File: config.mk
export PLATFORM = sky130hd
export DESIGN_NAME = signed_accumulator
export DESIGN_NICKNAME = d
export VERILOG_FILES = /design/src/rtl/signed_accumulator.sv
export SDC_FILE = /design/constraint.sdc
export NUM_CORES = 1
export LEC_CHECK = 0
export CAP_MARGIN = 5
export CORE_ASPECT_RATIO = 0.9
export CORE_MARGIN = 2
export CORE_UTILIZATION = 56
export CTS_CLUSTER_DIAMETER = 100
export DETAILED_ROUTE_END_ITERATION = 16
export PLACE_DENSITY = 0.85
export REMOVE_ABC_BUFFERS = 1
export SETUP_SLACK_MARGIN = 0.5
export SYNTH_ARGS = -nofsm -noshare
export SYNTH_HDL_FRONTEND = slang
export SYNTH_SLANG_ARGS = --single-unit
File: constraint.sdc
create_clock -name clk -period 3.15 [get_ports clk]
set_input_delay 0.4725 -clock clk [delete_from_list [all_inputs] [get_ports clk]]
set_output_delay 0.4725 -clock clk [all_outputs]
set_load 0.01 [all_outputs]
File: src/rtl/signed_accumulator.sv
// Sums NUMBER_OF_SAMPLES signed samples and holds each result until it is consumed.
// Valid/ready on both sides; a synchronous clear aborts any partial or held sum.
module signed_accumulator #(
  parameter int WIDTH_OF_INPUT_DATA  = 8,
  parameter int WIDTH_OF_OUTPUT_DATA = 16,
  parameter int NUMBER_OF_SAMPLES    = 4
) (
  input  logic                            clk,
  input  logic                            rst_n,
  input  logic                            clear,
  input  logic                            in_valid,
  output logic                            in_ready,
  input  logic [WIDTH_OF_INPUT_DATA-1:0]  input_data,
  output logic                            out_valid,
  input  logic                            out_ready,
  output logic [WIDTH_OF_OUTPUT_DATA-1:0] output_data
);

  localparam int CountWidth = $clog2(NUMBER_OF_SAMPLES + 1);
  localparam int ExtWidth   = WIDTH_OF_OUTPUT_DATA - WIDTH_OF_INPUT_DATA;
  localparam logic [CountWidth-1:0] LastCount = CountWidth'(NUMBER_OF_SAMPLES - 1);

  typedef enum logic {
    ACCUM,
    DONE
  } state_e;

  state_e                          state_q, state_d;
  logic [WIDTH_OF_OUTPUT_DATA-1:0] accum_q, accum_d;
  logic [CountWidth-1:0]           count_q, count_d;
  logic [WIDTH_OF_OUTPUT_DATA-1:0] sampleExt;

  assign sampleExt = {{ExtWidth{input_data[WIDTH_OF_INPUT_DATA-1]}}, input_data};

  always_ff @(posedge clk or negedge rst_n) begin
    if (!rst_n) begin
      state_q <= ACCUM;
      accum_q <= '0;
      count_q <= '0;
    end else begin
      state_q <= state_d;
      accum_q <= accum_d;
      count_q <= count_d;
    end
  end

  // clear outranks both a sample acceptance and an output handshake
  always_comb begin
    state_d = state_q;
    accum_d = accum_q;
    count_d = count_q;
    if (clear) begin
      state_d = ACCUM;
      accum_d = '0;
      count_d = '0;
    end else begin
      case (state_q)
        ACCUM: begin
          if (in_valid) begin
            accum_d = accum_q + sampleExt;
            if (count_q == LastCount) begin
              state_d = DONE;
              count_d = '0;
            end else begin
              count_d = count_q + CountWidth'(1);
            end
          end
        end
        DONE: begin
          if (out_ready) begin
            state_d = ACCUM;
            accum_d = '0;
          end
        end
        default: begin
          state_d = ACCUM;
          accum_d = '0;
          count_d = '0;
        end
      endcase
    end
  end

  // partial sums stay hidden: output_data is only non-zero while a result is held
  always_comb begin
    in_ready    = (state_q == ACCUM);
    out_valid   = (state_q == DONE);
    output_data = (state_q == DONE) ? accum_q : '0;
  end

endmodule

==> impl_results.md <==
- Cts bufs inserted: 3
- ANT cells: 0
- Critical Path AT: around 2.6 ns
- Fmax: ~0.41 GHz
- Worst Path Required: 3.33 ns
- Leading area contributor after synthesis: dfrtp_1
- CP Launch Type: input pin
- Detailed-route via count: 1506
- Commonest non-fill, non-tap cell in the layout: clkdlybuf4s50_1
- Area share of the leading cell type in the synthesized netlist: 0.299
- Area after DPL: between 2000 and 2500 um2
- CORE AREA: roughly 2800 um2
- Area of the die: between 3000 and 4000 um2
- Area of the multi-input gates: 1120 um2
- Clk Latency, worst-skew pair: ~0.3 ns
- Clock Skews: between 0.004 and 0.005 ns
- Global route total overflow: 0
- GP Congestion: 0.873
- Total power: 0.816 mW
- DRC: 0
- Fin crit share: 0.778
- Worst rel slew slack: 0.364
- Num ports: 31
- Area added between synthesis and finish: 21.3%
- DR pass1 iterations: 4
- Iteration-0 DRC Markers: 76
- CTS sink cnt: 20
- Max Slew Vio Count: 0
- Vias in the first global route: between 1000 and 1500
- DP HPWL: 2970 um
- Mapped Cells: around 190
- Max-cap violations: 0
- Post-route ant nets: 0
- First-pass GRT wire length: 6660 um
- Antenna violations before repair: 0
- # resized after CTS: 0
- Post-layout util: 0.728
- Die W: between 60 and 70 um
- RSZ-0062 raised after global routing: no
- Fillers: around 240
- Leakage power: between 0.8 and 0.9 nW
- Hold Crit Class: reg2reg
- Synth warn: 0
- Synth Register Bits: 20
- Synth Cell Area: ~1700 um2
- Final Hold Fails: 0
- Setup CP Type: in2reg
- Peak supply drop: roughly 0.32 mV
- Top post-synthesis cells by area: dfrtp_1 (30%), ha_1 (12%), o21ai_0 (5.7%)
- Drt wl/cell: ~15 um
- Die H: 55.9 um
- Hold buffers post-CTS: 0
- Worst slew pin tran: ~0.95 ns
- Starting Density: 0.600
- CTS Root Cell: clkbuf_4
- Clk slew on worst S/H paths: approximately 0.11 ns
- GR Util All Layers: 0.248
- Port Buffers: 30
- # setup viols final: 0
- Syn_area_per_cell: around 8.7 um2
- Sequential share of the synthesized area: 0.299
- Worst-path fanout max: 5
- Final Hold Slack: around 0.52 ns
- Largest net degree at the start of global routing: 21
- Routed WL: approximately 3900 um
- Post-route cell area: roughly 2000 um2
- Htree depth: 1
- Worst Setup End Kind: flip-flop
- CTS tree: yes
- Run status: finished clean
- Layout cells sized above 1: 0.0814
- Synth unique cells: 45
- Power Density: approximately 400 nW/um2
- Setup TNS: 0 ns
- Number of setup buffers added after CTS: 0
- Nets@finish: between 200 and 300
- Most used DFF post-synth: dfrtp_1
- Number of synthesized flops with an enable pin: 0
- Clk buf depth: 2
- Num rows: 18
- Async set-reset flop share out of synthesis: 1.00
- Period minus WS final: 2.45 ns
- Vias/cell: between 5 and 6
- Storage cell area: around 500 um2
- Commonest cells after routing, fill and taps aside: clkdlybuf4s50_1 (29), nand2_1 (23), dfrtp_1 (20)
==> through the flow <==
step / setup WS (ns) / instances
6_report: 0.701 / 261
5_1_grt: 0.502 / 261
4_1_cts: 0.645 / 261
3_5_place_dp: 0.309 / 258
3_3_place_gp: 0.412 / 258
2_1_floorplan: 1.09 / 186
==> critical path, stage by stage <==
cell and delay [ns]:
clkdlybuf4s50_1 0.46, ha_1 0.21, inv_1 0.07, fa_1 0.41, nor2b_1 0.21, o31a_4 0.18
o21ai_0 0.15, o21ai_0 0.23, xnor2_1 0.15, o21ai_0 0.09
==> cells in the mapped netlist, types with 2 or more instances <==
library cell  instances
o21a_1                5
nand2b_1              3
a21o_1                2
xor2_1                5
nor3_1                4
nand3_1               2
o31ai_2               2
o22ai_1               2
a21oi_2               2
nor2b_1               5
dfrtp_1              20
and2_1               15
inv_1                 6
o21ai_0              19
ha_1                 16
nand2_1              23
buf_2                 2
a22oi_1               2
a211oi_2              2
xnor2_1               6
a21oi_1              12
nor2_1               12
clkbuf_1              3
==> state kept, by name (all words and copies together), names as in the netlist <==
signal,count
count_q,3
accum_q,16
out_valid,1
==> final timing paths <==
check / slack (ns) / startpoint / end / depth (start not counted)
max in group asynchronous: 1.89 / rst_n / count_q[1]$_DFFE_PN0P_ / 1
worst min register to register: 0.52 / accum_q[11]$_DFFE_PN0P_ / accum_q[11]$_DFFE_PN0P_ / 2
worst max-delay path: 0.70 / input_data[0] / accum_q[10]$_DFFE_PN0P_ / 10
worst min-delay path: 0.52 / accum_q[11]$_DFFE_PN0P_ / accum_q[11]$_DFFE_PN0P_ / 2
worst max register to register: 0.94 / accum_q[0]$_DFFE_PN0P_ / accum_q[10]$_DFFE_PN0P_ / 9
min in group asynchronous: 0.69 / rst_n / accum_q[8]$_DFFE_PN0P_ / 1
==> cells by family after synthesis <==
family / count (synthesis) / share of synthesized area
AO/OA/AOI/OAI: 63 / 0.275
flip-flops: 20 / 0.299
XOR/XNOR: 11 / 0.0575
buffers and inverters: 12 / 0.0328
multiplexers: 1 / 0.00597
adder cells (fa/ha/maj): 17 / 0.131
AND/OR/NAND/NOR: 68 / 0.199
==> final cells by class <==
| type | instances | area share |
|---|---|---|
| Multi-Input combinational cell | 160 | 0.551 |
| Sequential cell | 20 | 0.246 |
| Timing Repair Buffer | 32 | 0.156 |
| Tap cell | 40 | 0.0246 |
| Clock buffer | 3 | 0.0111 |
| Inverter | 6 | 0.0111 |
==> layer usage <==
layer / track usage / up-vias / wire [um]
met2: 0.409 / 35 / 1920
met5: 0 / - / 0
met1: 0.340 / 715 / 1770
met3: 0.0442 / 5 / 159
met4: 0.0426 / 0 / 27
li1: - / 751 / -
==> where the power goes <==
group	switching [mW]	internal, mW
sequential	0.0304	0.292
combinational	0.203	0.168
clock	0.0779	0.0447
Note: power is estimated with default switching activity, not from simulation.
